**src/rtl/ecc_14_bist_pkg.sv**
```systemverilog
// Shared types and constants for the 14-bit ECC checker BIST sequencer.
package ecc_14_bist_pkg;

    typedef enum logic [2:0] {
        ST_IDLE,
        ST_ISSUE,
        ST_WAIT,
        ST_CHECK,
        ST_DONE
    } bist_state_e;

    localparam int STEPS_PER_BASE = 41;
    localparam int NUM_BASES      = 4;
    localparam int CW_W           = 20;
    localparam int TOTAL_STEPS    = STEPS_PER_BASE * NUM_BASES;

    // Entry [0] is the first base exercised.
    localparam logic [NUM_BASES-1:0][13:0] BASE_WORDS = {
        14'h1555, 14'h2AAA, 14'h3FFF, 14'h0000
    };

endpackage

```
**src/rtl/ecc_14_bist_pat_gen.sv**
```systemverilog
// Combinational BIST pattern generator: (base index, step within base) -> base word,
// codeword flip mask and the checker response expected for that vector.
module ecc_14_bist_pat_gen
    import ecc_14_bist_pkg::*;
(
    input  logic [1:0]      base_idx,
    input  logic [5:0]      step_k,
    output logic [13:0]     base_word,
    output logic [CW_W-1:0] flip_mask,
    output logic            exp_sbit,
    output logic            exp_dbit,
    output logic            exp_data_chk
);

    logic [5:0] lo_bit;
    logic [5:0] hi_bit;

    always_comb begin
        base_word    = BASE_WORDS[base_idx];
        flip_mask    = '0;
        exp_sbit     = 1'b0;
        exp_dbit     = 1'b0;
        exp_data_chk = 1'b1;
        lo_bit       = step_k - 6'd21;
        hi_bit       = (lo_bit == 6'd19) ? 6'd0 : lo_bit + 6'd1;

        if (step_k == 6'd0) begin
            flip_mask = '0;
        end else if (step_k <= 6'd20) begin
            flip_mask = CW_W'(1) << (step_k - 6'd1);
            exp_sbit  = 1'b1;
        end else begin
            // Adjacent pair, wrapping the last bit back onto bit 0.
            flip_mask    = (CW_W'(1) << lo_bit) | (CW_W'(1) << hi_bit);
            exp_dbit     = 1'b1;
            exp_data_chk = 1'b0;
        end
    end

endmodule

```
**src/rtl/ecc_14_bist_ctrl.sv**
```systemverilog
// BIST sequencer sharing the ECC checker port with functional traffic (functional has priority).
// Optional build macro ECC_BIST_STOP_ON_FAIL_EN ends the sequence on the first mismatch.
module ecc_14_bist_ctrl
    import ecc_14_bist_pkg::*;
#(
    parameter int DATA_WIDTH   = 14,
    parameter int PARITY_WIDTH = 6,
    parameter int CHK_LAT      = 1,
    parameter int CNT_W        = 8
) (
    input  logic                    clk,
    input  logic                    rst,
    input  logic                    bist_start,
    input  logic                    bist_abort,
    input  logic                    func_valid,
    input  logic [DATA_WIDTH-1:0]   func_data,
    input  logic [PARITY_WIDTH-1:0] func_parity,
    output logic [DATA_WIDTH-1:0]   enc_data,
    input  logic [PARITY_WIDTH-1:0] enc_parity,
    output logic                    chk_valid,
    output logic [DATA_WIDTH-1:0]   chk_data,
    output logic [PARITY_WIDTH-1:0] chk_parity,
    input  logic [DATA_WIDTH-1:0]   chk_data_out,
    input  logic                    chk_sbit_err,
    input  logic                    chk_dbit_err,
    input  logic                    chk_ecc_fault,
    output logic                    bist_busy,
    output logic                    bist_done,
    output logic                    bist_pass,
    output logic [CNT_W-1:0]        bist_fail_step,
    output logic [CNT_W-1:0]        bist_fail_cnt
);

    localparam int               LAT_W     = (CHK_LAT < 2) ? 1 : $clog2(CHK_LAT + 1);
    localparam logic [CNT_W-1:0] LAST_STEP = CNT_W'(TOTAL_STEPS - 1);
    localparam logic [5:0]       LAST_K    = 6'(STEPS_PER_BASE - 1);

    bist_state_e           state_q, state_d;
    logic [CNT_W-1:0]      step_q, step_d;
    logic [5:0]            k_q, k_d;
    logic [1:0]            base_q, base_d;
    logic [LAT_W-1:0]      lat_q, lat_d;
    logic                  cap_sbit_q, cap_sbit_d;
    logic                  cap_dbit_q, cap_dbit_d;
    logic                  cap_fault_q, cap_fault_d;
    logic [DATA_WIDTH-1:0] cap_data_q, cap_data_d;
    logic                  pass_q, pass_d;
    logic [CNT_W-1:0]      fail_step_q, fail_step_d;
    logic [CNT_W-1:0]      fail_cnt_q, fail_cnt_d;

    logic [13:0]           base_word;
    logic [CW_W-1:0]       flip_mask;
    logic                  exp_sbit, exp_dbit, exp_data_chk;
    logic [CW_W-1:0]       bist_cw;

    logic                  obs_sbit, obs_dbit, obs_fault;
    logic [DATA_WIDTH-1:0] obs_data;
    logic                  mismatch;
    logic                  do_check;
    logic                  stop;

    ecc_14_bist_pat_gen u_pat_gen (
        .base_idx     (base_q),
        .step_k       (k_q),
        .base_word    (base_word),
        .flip_mask    (flip_mask),
        .exp_sbit     (exp_sbit),
        .exp_dbit     (exp_dbit),
        .exp_data_chk (exp_data_chk)
    );

    assign enc_data = base_word;
    assign bist_cw  = {enc_parity, base_word} ^ flip_mask;

    always_comb begin
        chk_valid  = 1'b0;
        chk_data   = '0;
        chk_parity = '0;
        if (func_valid) begin
            chk_valid  = 1'b1;
            chk_data   = func_data;
            chk_parity = func_parity;
        end else if (state_q == ST_ISSUE) begin
            chk_valid  = 1'b1;
            chk_data   = bist_cw[DATA_WIDTH-1:0];
            chk_parity = bist_cw[CW_W-1:DATA_WIDTH];
        end
    end

    // Zero latency compares the live checker response in the issue cycle.
    always_comb begin
        if (CHK_LAT == 0) begin
            obs_sbit  = chk_sbit_err;
            obs_dbit  = chk_dbit_err;
            obs_fault = chk_ecc_fault;
            obs_data  = chk_data_out;
        end else begin
            obs_sbit  = cap_sbit_q;
            obs_dbit  = cap_dbit_q;
            obs_fault = cap_fault_q;
            obs_data  = cap_data_q;
        end
        mismatch = obs_fault
                 | (obs_sbit != exp_sbit)
                 | (obs_dbit != exp_dbit)
                 | (exp_data_chk && (obs_data != base_word));
    end

    always_comb begin
        state_d     = state_q;
        step_d      = step_q;
        k_d         = k_q;
        base_d      = base_q;
        lat_d       = lat_q;
        cap_sbit_d  = cap_sbit_q;
        cap_dbit_d  = cap_dbit_q;
        cap_fault_d = cap_fault_q;
        cap_data_d  = cap_data_q;
        pass_d      = pass_q;
        fail_step_d = fail_step_q;
        fail_cnt_d  = fail_cnt_q;
        do_check    = 1'b0;
        stop        = 1'b0;

        case (state_q)
            ST_IDLE: begin
                if (bist_start) begin
                    state_d     = ST_ISSUE;
                    step_d      = '0;
                    k_d         = '0;
                    base_d      = '0;
                    pass_d      = 1'b1;
                    fail_step_d = '0;
                    fail_cnt_d  = '0;
                end
            end
            ST_ISSUE: begin
                if (!func_valid) begin
                    if (CHK_LAT == 0) begin
                        do_check = 1'b1;
                    end else begin
                        state_d = ST_WAIT;
                        lat_d   = LAT_W'(CHK_LAT);
                    end
                end
            end
            ST_WAIT: begin
                // Sample exactly CHK_LAT cycles after issue; the checker carries no tag.
                if (lat_q <= LAT_W'(1)) begin
                    cap_sbit_d  = chk_sbit_err;
                    cap_dbit_d  = chk_dbit_err;
                    cap_fault_d = chk_ecc_fault;
                    cap_data_d  = chk_data_out;
                    state_d     = ST_CHECK;
                end else begin
                    lat_d = lat_q - LAT_W'(1);
                end
            end
            ST_CHECK: do_check = 1'b1;
            ST_DONE:  state_d  = ST_IDLE;
            default:  state_d  = ST_IDLE;
        endcase

        if (do_check) begin
            if (mismatch) begin
                if (fail_cnt_q != '1) begin
                    fail_cnt_d = fail_cnt_q + CNT_W'(1);
                end
                pass_d = 1'b0;
                if (pass_q) begin
                    fail_step_d = step_q;
                end
`ifdef ECC_BIST_STOP_ON_FAIL_EN
                stop = 1'b1;
`else
                stop = 1'b0;
`endif
            end
            if (stop || (step_q == LAST_STEP)) begin
                state_d = ST_DONE;
            end else begin
                state_d = ST_ISSUE;
                step_d  = step_q + CNT_W'(1);
                if (k_q == LAST_K) begin
                    k_d    = '0;
                    base_d = base_q + 2'd1;
                end else begin
                    k_d = k_q + 6'd1;
                end
            end
        end

        // Abort drops any in-flight check and leaves the results untouched.
        if (bist_abort) begin
            state_d     = ST_IDLE;
            pass_d      = pass_q;
            fail_step_d = fail_step_q;
            fail_cnt_d  = fail_cnt_q;
        end
    end

    always_ff @(posedge clk or posedge rst) begin
        if (rst) begin
            state_q     <= ST_IDLE;
            step_q      <= '0;
            k_q         <= '0;
            base_q      <= '0;
            lat_q       <= '0;
            cap_sbit_q  <= 1'b0;
            cap_dbit_q  <= 1'b0;
            cap_fault_q <= 1'b0;
            cap_data_q  <= '0;
            pass_q      <= 1'b0;
            fail_step_q <= '0;
            fail_cnt_q  <= '0;
        end else begin
            state_q     <= state_d;
            step_q      <= step_d;
            k_q         <= k_d;
            base_q      <= base_d;
            lat_q       <= lat_d;
            cap_sbit_q  <= cap_sbit_d;
            cap_dbit_q  <= cap_dbit_d;
            cap_fault_q <= cap_fault_d;
            cap_data_q  <= cap_data_d;
            pass_q      <= pass_d;
            fail_step_q <= fail_step_d;
            fail_cnt_q  <= fail_cnt_d;
        end
    end

    assign bist_busy      = (state_q == ST_ISSUE) || (state_q == ST_WAIT) || (state_q == ST_CHECK);
    assign bist_done      = (state_q == ST_DONE);
    assign bist_pass      = pass_q;
    assign bist_fail_step = fail_step_q;
    assign bist_fail_cnt  = fail_cnt_q;

endmodule

```
**config.mk**
```make
export PLATFORM = sky130hd
export DESIGN_NAME = ecc_14_bist_ctrl
export DESIGN_NICKNAME = d
export VERILOG_FILES = /design/src/rtl/ecc_14_bist_pkg.sv /design/src/rtl/ecc_14_bist_pat_gen.sv /design/src/rtl/ecc_14_bist_ctrl.sv
export SDC_FILE = /design/constraint.sdc
export NUM_CORES = 1
export LEC_CHECK = 0
export CAP_MARGIN = 20
export CORE_MARGIN = 2
export CORE_UTILIZATION = 40
export CTS_CLUSTER_SIZE = 24
export DETAILED_ROUTE_END_ITERATION = 7
export PLACE_DENSITY = 0.62
export SETUP_SLACK_MARGIN = 0.05
export SYNTH_ARGS = -nofsm -noshare
export SYNTH_HDL_FRONTEND = slang
export SYNTH_SLANG_ARGS = --single-unit
```
**constraint.sdc**
```tcl
create_clock -name clk -period 5.75 [get_ports clk]
set_clock_uncertainty 0.2 [all_clocks]
set_input_delay 1.725 -clock clk [delete_from_list [all_inputs] [get_ports clk]]
set_output_delay 1.725 -clock clk [all_outputs]
set_load 0.1 [all_outputs]
```
* Word level (Yosys, flattened, before mapping) *
Cells that the tools add are included.

word-level totals
  register bits after elaboration = 54
  bits of input ports = 48
  output and inout port bits = 54
  word-level logic and storage cells = 114

operators by class
  add/sub/neg operators = 8
  $lt $le $gt $ge = 3
  equal/unequal tests = 17
  shift operators = 3
  multiplexer cells = 56
  bitwise logic cells = 5
  reduce and logical (&&, ||, !) cells = 10

operators by type and width
  kind                    count
  $mux W8                 14
  $shl A1 B6 Y20 const A  3
  $mux W6                 8
  $mux W14                3
  $mux W20                2
  $bmux W14 S2            1
  $or A20 B20 Y20         1
  $xor A20 B20 Y20        1
  $mux W3                 6
  $add A8 B1 Y8 const B   2
  $mux W1                 15
  $ne A14 B14 Y1          1
  $add A6 B1 Y6 const B   2
  $ne A4 B4 Y1 const B    3
  $pmux W3 S4             1
  $mux W2                 5
  $eq A8 B8 Y1 const B    1
  $ne A8 B8 Y1 const B    1
  $eq A3 B2 Y1 const B    2
  $eq A6 B5 Y1 const B    1
  $eq A6 B6 Y1 const B    1
  $le A6 B5 Y1 const B    1
  $logic_not A6 Y1        1
  $sub A6 B1 Y6 const B   1
  other kinds (19)        25

* Logic depth before layout (Yosys ltp) *
Gate-level depths: netlist (run 1).

  word-level depth = 10
  depth in mapped cells = 12
  depth with buffers taken out = 11

* By module *
Synthesis (run 1) repeated with hierarchy kept, for this count alone.

unflattened totals
  cells, all modules = 504
  area total of the unflattened synthesis = 4,415.5 um2

by module, submodules not included
  module               instances  cells each  area an instance (um2)
  ecc_14_bist_ctrl     1          321         3,067.9
  ecc_14_bist_pat_gen  1          183         1,347.5

* Worst setup path before layout (run 1) *
OpenSTA, ideal clock, no wires.

  path type = register -> output
  start = reg k_q[0]
  end = out chk_parity[0]
  data arrival time = 4,527 ps
  data required time = 3,825 ps
  path slack = -702 ps
  cell stages (with the launch flop) = 12
  path buffers = 2
  cells stage by stage = dfrtp_1 > buf_6 > inv_1 > ha_1 > nor2b_1 > clkbuf_1 > nor2_1 > xnor3_1 > o32ai_4 > a32oi_1 > xor2_1 > o21ai_0

between the ends
  word-level cells in the longest chain between the ends = 10
  elaborated cells on any way between the ends = 16
  those cells by class = 3 x add/sub; 1 x order compare; 1 x eq/ne; 3 x shift; 5 x mux; 2 x bitwise; 1 x reduce/logical

ends and longest elaborated chain
  what                                                  line                       RTL
  start: declaration                                    ecc_14_bist_ctrl.sv:40     logic [5:0] k_q, k_d;
  start signal: assignment                              ecc_14_bist_ctrl.sv:219    k_q <= k_d;
  $sub A6 B5 Y6                                         ecc_14_bist_pat_gen.sv:24  lo_bit = step_k - 6'd21;
  $add A6 B1 Y6 / $eq A6 B5 Y1 (equally long branches)  ecc_14_bist_pat_gen.sv:25  hi_bit = (lo_bit == 6'd19) ? 6'd0 : lo_bit + 6'd1;
  $mux W6                                               ecc_14_bist_pat_gen.sv:25
  $shl A1 B6 Y20                                        ecc_14_bist_pat_gen.sv:34  flip_mask = (CW_W'(1) << lo_bit) | (CW_W'(1) << hi_bit);
  $or A20 B20 Y20                                       ecc_14_bist_pat_gen.sv:34
  $mux W20                                              ecc_14_bist_pat_gen.sv:29  end else if (step_k <= 6'd20) begin
  $mux W20 *                                            ecc_14_bist_pat_gen.sv:27  if (step_k == 6'd0) begin
  $xor A20 B20 Y20 *                                    ecc_14_bist_ctrl.sv:73     assign bist_cw = {enc_parity, base_word} ^ flip_mask;
  $mux W6 *                                             ecc_14_bist_ctrl.sv:83     end else if (state_q == ST_ISSUE) begin
  $mux W6 *                                             ecc_14_bist_ctrl.sv:79     if (func_valid) begin
  end: declaration                                      ecc_14_bist_ctrl.sv:22     output logic [PARITY_WIDTH-1:0] chk_parity,

Mark *: on every way between the ends. The rest lies on a longest branch, timed or not.

* Worst setup path after layout (run 1) *
  start = in func_valid
  end = out chk_data[9]

between the ends
  word-level cells in the longest chain between the ends = 1

ends and longest elaborated chain
  what                line                    RTL
  start: declaration  ecc_14_bist_ctrl.sv:15  input logic func_valid,
  $mux W14            ecc_14_bist_ctrl.sv:79
  end: declaration    ecc_14_bist_ctrl.sv:21  output logic [DATA_WIDTH-1:0] chk_data,

Every way passes these cells.

==> metrics.md, run 1 <==
| Metric | Value |
|---|---|
| Status | `completed` |
| Max_cap viols | `0` |
| WS Path Type | `in2out` |
| Cell mode on critical path | `nor3_1` |
| Worst-path fanout max | `8` |
| Cell Area, Synth | `4650 um2` |
| Initial antenna violation count | `0` |
| P_sw | `480 uW` |
| Cell Rows | `39` |
| Root buf cell | `clkbuf_16` |
| Vias in the first global route | `between 4000 and 5000` |
| Seq/Total Area, Yosys | `28.5%` |
| Critical Path Start Type | `primary input` |
| CTS tree | `built` |
| Post-DP HPWL | `9.97 mm` |
| TritonRoute pass-1 iters | `4` |
| RSZ-0062 raised after global routing | `no` |
| Fin nets | `697` |
| Hold path cells | `1` |
| Fin Hold WS | `323 ps` |
| Crit path max-delay family | `buffers and inverters` |
| CTS Hold Bufs | `0` |
| Asr flop ratio synth | `100%` |
| Die height | `roughly 110 um` |
| CTS resizes | `0` |
| Via count | `4478` |
| Fraction of layout cells with a size suffix above 1 | `14.2%` |
| IO Port Bufs | `just over 100` |
| Power Total | `1.32 mW` |
| Internal | `~840 uW` |
| Mapped Cells | `565` |
| Width of the die | `112 um` |
| Max Freq | `187 MHz` |
| Iter 0 DRT Violations | `227` |
| HP Start | `step_q[7]` |
| Worst Path Required | `3830 ps` |
| # Post-CTS Setup Buffers | `0` |
| Dominant cell type by area after synthesis | `dfrtp_1` |
| P_leak | `2.32 nW` |
| Clock latency on the worst-skew pair | `280 ps` |
| Slowest CP cell | `clkdlybuf4s50_1` |
| Gpl congestion | `between 0.8 and 0.9` |
| Sw frac | `36.3%` |
| Final worst slack | `393 ps` |
| Worst slew margin | `34.2%` |
| Reg2reg path depth | `7` |
| Clk network pwr share | `26.0%` |
| Final Hold Vio Count | `0` |
| VDD IR max | `0.000203 V` |
| Yosys top cell area share | `between 20% and 30%` |
| Routed wire length | `~13 mm` |
| Crit path buf inv count | `3` |
| P per Cell Area | `217 nW/um2` |
| Setup violations, final | `0` |
| First-pass GRT wire length | `21.5 mm` |
| Die area | `12500 um2` |
| Peak per-stage delay on the critical path | `470 ps` |
| Core Region | `11400 um2` |
| Fin cells | `783` |
| TNS Setup | `0 ps` |
| Crit path from | `func_valid` |
| DR WL/cell | `16.7 um` |
| Crit-path cells | `clkdlybuf4s50_1 > nand2b_1 > nor3_1 > buf_4 > nand2_1 > nor3_1 > a21oi_1 > o211ai_1 > buf_12` |
| ANT cells | `0` |
| Reg clk slew, reported paths | `~60 ps` |
| Post-route ant nets | `0` |
| Crit Reg-Reg Startpoint | `k_q[2]` |
| Final worst-path cycle share | `93.2%` |
| HP Class | `reg2reg` |
| Clock sinks | `53` |
| Syn Nets | `623` |
| Sequential power share | `~38%` |
| Ranking of synthesized cells by area | `dfrtp_1 (28%), nand2_1 (4.2%), mux2_2 (3.9%), o21ai_0 (3.7%), mux2i_1 (3.0%)` |
| GRT Total Usage | `20.5%` |
| H-tree levels | `2` |
| Tmin final | `5360 ps` |
| Gate power share | `a little over a third` |
| Clk buf depth | `2` |
| Number of synthesized register bits | `53` |
| Syn Area/Cell | `8.24 um2` |
| Synth warnings | `0` |
| Distinct cell type count after synthesis | `71` |
| CTS Buf Count | `5` |
| Layout filler cell count | `1084` |
| Critical path depth | `9` |
| Synthesis-to-finish area growth | `30.5%` |
| Crit path DAT | `3430 ps` |
| Commonest register cell after synthesis | `dfrtp_1` |
| Initial Utilization | `40.9%` |
| Crit. End Element | `output port` |
| Vias per cell | `5.72` |
| Slew @ Worst Pin | `973 ps` |
| Number of top-level pins | `102` |
| Number of synthesized flops with an enable pin | `0` |
| Pre-CTS WS | `391 ps` |
| Remaining DRCs | `0` |
| Global route overflow | `0` |
| Largest net degree at the start of global routing | `39` |
| Slew Viols, Final | `0` |
| Post-Place Cells | `775` |
cell type report:
type	count	area, um2	area share [%]
clock buffers	7	143	2.35
well taps	143	179	2.95
flip-flops and latches	53	1330	21.8
clock inverters	1	30.0	0.494
inverters	28	105	1.73
multi-input cells	433	2950	48.5
repair buffers	118	1340	22.1
cells in the final DEF, fill, tap and decap left out, types with 6 or more instances in the layout:
cell type / Yosys / final
buf_4: 16 / 23
nand3b_1: 6 / 6
nand2b_1: 10 / 10
inv_1: 26 / 25
o31ai_1: 7 / 7
nand4_1: 10 / 10
a22oi_1: 6 / 6
nor2b_1: 7 / 7
nor4_1: 9 / 9
nand3_1: 27 / 27
o21ai_0: 34 / 26
o22ai_1: 6 / 6
mux2_2: 16 / 16
mux2i_1: 14 / 14
or3_1: 10 / 10
a21oi_1: 15 / 15
buf_12: 0 / 22
nand2_1: 52 / 52
dfrtp_1: 53 / 53
nor2_1: 35 / 35
ha_1: 10 / 10
nor3_1: 17 / 17
a22o_1: 6 / 6
a21o_1: 6 / 6
o21a_1: 7 / 7
a31oi_1: 8 / 8
clkdlybuf4s50_1: 0 / 73
xnor2_1: 14 / 14
o211ai_1: 7 / 7
o21ai_1: 7 / 12
routing by layer:
metal,GRT usage (%),vias up,part of all wire [%]
met5,0,-,0
met2,34.7,143,49
met3,2.56,23,5.0
li1,-,2214,-
met4,6.83,0,2.7
met1,27.1,2098,44
kinds of logic after synthesis:
kind of cell             synth area share (%)
multiplexers                             6.88
adder cells (fa/ha/maj)                  2.69
flip-flops                               28.5
AO/OA/AOI/OAI                            25.9
AND/OR/NAND/NOR                          22.8
buffers and inverters                    8.44
XOR/XNOR                                 4.76
power by group through the flow:
| stage | logic [mW] | clock network [mW] | registers, mW |
|---|---|---|---|
| 2_1_floorplan | 0.282 | 0 | 0.542 |
| 3_3_place_gp | 0.475 | 0 | 0.497 |
| 3_5_place_dp | 0.482 | 0 | 0.501 |
| 4_1_cts | 0.484 | 0.352 | 0.495 |
| 5_1_grt | 0.514 | 0.367 | 0.506 |
| 6_report | 0.482 | 0.344 | 0.495 |
synthesized netlist by cell type, types with 14 or more instances:
cell type,number
nand3_1,27
nor3_1,17
clkbuf_1,14
nand2_1,52
inv_1,26
nor2_1,35
buf_4,16
mux2_2,16
o21ai_0,34
xnor2_1,14
buf_2,17
mux2i_1,14
a21oi_1,15
dfrtp_1,53
per-stage QoR:
stage          cell area, um2  utilization, %
4_1_cts                  6070            53.4
5_1_grt                  6070            53.4
3_3_place_gp             5880            51.7
3_5_place_dp             5900            51.9
2_1_floorplan            4670               -
6_report                 6070            53.4
sequential cells by signal (all words and copies together), names as in the netlist, 2 cells and up:
register / flops
base_q: 2
bist_fail_cnt: 8
k_q: 6
step_q: 8
state_q: 3
bist_fail_step: 8
cap_data_q: 14
worst paths after layout:
| check | endpoint | slack (ps) |
|---|---|---|
| setup reg to reg | bist_fail_cnt[0] | 2840 |
| hold / removal | step_q[7] | 320 |
| hold reg to reg | step_q[7] | 320 |
| max in group asynchronous | cap_data_q[7] | 3310 |
| setup / recovery | chk_data[9] | 390 |
| min in group asynchronous | bist_fail_step[5] | 1530 |
worst register-to-register path, cell delays in order (launching register included):
cell	delay, ps
dfrtp_1	710
nor2b_1	480
o21a_1	250
o31ai_1	120
a21o_1	210
a31oi_1	540
nand2b_1	200
o31ai_1	60
(Power assumes the default switching activity.)
==> run 2, diff against run 1 <==
CORE_ASPECT_RATIO = 0.7   (was default)
CORE_MARGIN = 10   (was 2)
==> run 2 against run 1 <==
  * Combinational power barely moved
  * Largest cell class unchanged
  * Critical endpoint is now chk_parity[5]
  * Critical path type is now reg2out
  * Non-clock buffer count rose by 4
  * Die area rose by 31%
==> metrics.md, run 2 (synthesized netlist as in run 1, its figures left out) <==
| Metric | Value |
|---|---|
| Status | `completed` |
| Biggest register | `cap_data_q` |
| Slowest CP cell | `nor4_1` |
| Initial Utilization | `41.5% (+0.58 points)` |
| Post-route ant nets | `0 (unchanged)` |
| Clock latency on the worst-skew pair | `300 ps (+20 ps)` |
| Max_cap viols | `0 (unchanged)` |
| Synthesis-to-finish area growth | `30.7%` |
| Critical Path Start Type | `flip-flop` |
| Gpl congestion | `0.929 (+3.4%)` |
| Cell Rows | `32 (-18%)` |
| Largest net degree at the start of global routing | `42 (+7.7%)` |
| Clk buf depth | `2 (unchanged)` |
| P per Cell Area | `209 nW/um2 (-3.8%)` |
| Width of the die | `149 um (+33%)` |
| Global route overflow | `0 (unchanged)` |
| VDD IR max | `0.000209 V (+2.7%)` |
| Slew Viols, Final | `0 (unchanged)` |
| Pre-CTS WS | `434 ps (+42.9 ps)` |
| Worst Path Required | `3830 ps (about the same)` |
| P_leak | `2.33 nW (+0.31%)` |
| Final worst-path cycle share | `94.4% (+1.2 points)` |
| Crit. End Element | `output port` |
| HP Class | `reg2reg` |
| Worst setup path end | `chk_parity[5]` |
| Crit path from | `k_q[0]` |
| Tmin final | `5430 ps (+71.7 ps)` |
| Die height | `110 um (-1.4%)` |
| Slew @ Worst Pin | `991 ps (+18.3 ps)` |
| Peak per-stage delay on the critical path | `500 ps (+30 ps)` |
| Clock sinks | `53 (unchanged)` |
| WS Path Type | `reg2out` |
| Crit path buf inv count | `4 (+1)` |
| Most frequent cells in the layout | `clkdlybuf4s50_1 (73), dfrtp_1 (53), nand2_1 (52)` |
| Routed wire length | `14.4 mm (+9.7%)` |
| Core Region | `11200 um2 (-1.4%)` |
| Max reg flops | `14 (unchanged)` |
| CTS Hold Bufs | `0 (unchanged)` |
| DR WL/cell | `18.0 um (+7.7%)` |
| Worst slew margin | `33.7% (-0.51 points)` |
| H-tree levels | `2 (unchanged)` |
| Fin nets | `701 (+0.57%)` |
| Die area | `16400 um2 (+31%)` |
| CTS tree | `built` |
| First-pass GRT wire length | `23.5 mm (+9.6%)` |
| # Post-CTS Setup Buffers | `0 (unchanged)` |
| GRT Total Usage | `17.4% (-3.0 points)` |
| TritonRoute pass-1 iters | `5 (+1)` |
| Worst-path fanout max | `7 (-1)` |
| Remaining DRCs | `0 (unchanged)` |
| Crit path DAT | `3500 ps (+70 ps)` |
| ANT cells | `0 (unchanged)` |
| Max Freq | `184 MHz (-1.3%)` |
| Setup violations, final | `0 (unchanged)` |
| Reg2reg path depth | `7 (unchanged)` |
| Crit path max-delay family | `simple AND/OR/NAND/NOR gates` |
| Crit-path cells | `inv_1 > ha_1 > xnor2_2 > inv_1 > nor4_1 > a311oi_1 > nor4_1 > buf_4 > o21a_1 > nor4b_1 > a211o_1 > buf_12` |
| Via count | `4617 (+3.1%)` |
| Final worst slack | `321 ps (-71.7 ps)` |
| Vias in the first global route | `4429 (+1.1%)` |
| CTS Buf Count | `5 (unchanged)` |
| Number of top-level pins | `102 (unchanged)` |
| Post-DP HPWL | `11.3 mm (+14%)` |
| Initial antenna violation count | `0 (unchanged)` |
| Reg clk slew, reported paths | `70 ps (about the same)` |
| CTS resizes | `0 (unchanged)` |
| TNS Setup | `0 ps (unchanged)` |
| Flop-to-flop setup slack | `2780 ps (-60 ps)` |
| Fraction of layout cells with a size suffix above 1 | `14.8% (+0.53 points)` |
| RSZ-0062 raised after global routing | `no` |
| Worst r2r dst | `bist_fail_cnt[0]` |
| Critical path depth | `12 (+3)` |
| Iter 0 DRT Violations | `535 (+140%)` |
| Crit Reg-Reg Startpoint | `k_q[2]` |
| Vias per cell | `5.79 (+1.3%)` |
| Most common cell after layout, fill and taps aside | `clkdlybuf4s50_1` |
| Root buf cell | `clkbuf_16` |
| IO Port Bufs | `101 (unchanged)` |
| Final Hold Vio Count | `0 (unchanged)` |
-- run 2: routing by layer --
metal / wire [um] / global-route usage (%)
met1: 6820 / 25.2
met4: 91 / 2.23
met5: 0 / 0
met3: 1160 / 5.13
met2: 6280 / 25.5
-- run 2: worst min path at each step --
| stage | cells past startpoint | slack [ps] | endpoint | startpoint |
|---|---|---|---|---|
| 3_5_place_dp | 1 | 310 | step_q[5] | step_q[5] |
| 4_1_cts | 1 | 320 | step_q[5] | step_q[5] |
| 2_1_floorplan | 1 | 280 | step_q[7] | step_q[7] |
| 3_3_place_gp | 1 | 300 | step_q[5] | step_q[5] |
| 6_report | 1 | 320 | step_q[5] | step_q[5] |
| 5_1_grt | 2 | 360 | bist_fail_step[3] | bist_fail_step[3] |
-- run 2: area by class of cell --
cell class | count | area (um2)
clock buffers | 6 | 129
flip-flops and latches | 53 | 1330
well taps | 153 | 191
repair buffers | 122 | 1370
inverters | 28 | 105
multi-input cells | 433 | 2950
clock inverters | 2 | 10.0
fillers | 1036 | 5130
-- run 2: power breakdown --
group	internal (mW)	total (mW)	switching, mW
Combinational	0.186	0.484	0.299
Sequential	0.439	0.496	0.0570
Clock	0.160	0.293	0.133
-- run 2: per-stage QoR --
step | utilization (%) | area (um2) | total power [mW] | cells | hold slack [ps]
after floorplan | - | 4670 | 0.824 | 565 | 279
after global placement | 52.8 | 5920 | 0.975 | 788 | 305
after detailed placement | 53.0 | 5940 | 0.989 | 789 | 313
after CTS | 54.3 | 6080 | 1.28 | 797 | 322
after global routing | 54.3 | 6080 | 1.34 | 797 | 357
final | 54.3 | 6080 | 1.27 | 797 | 319
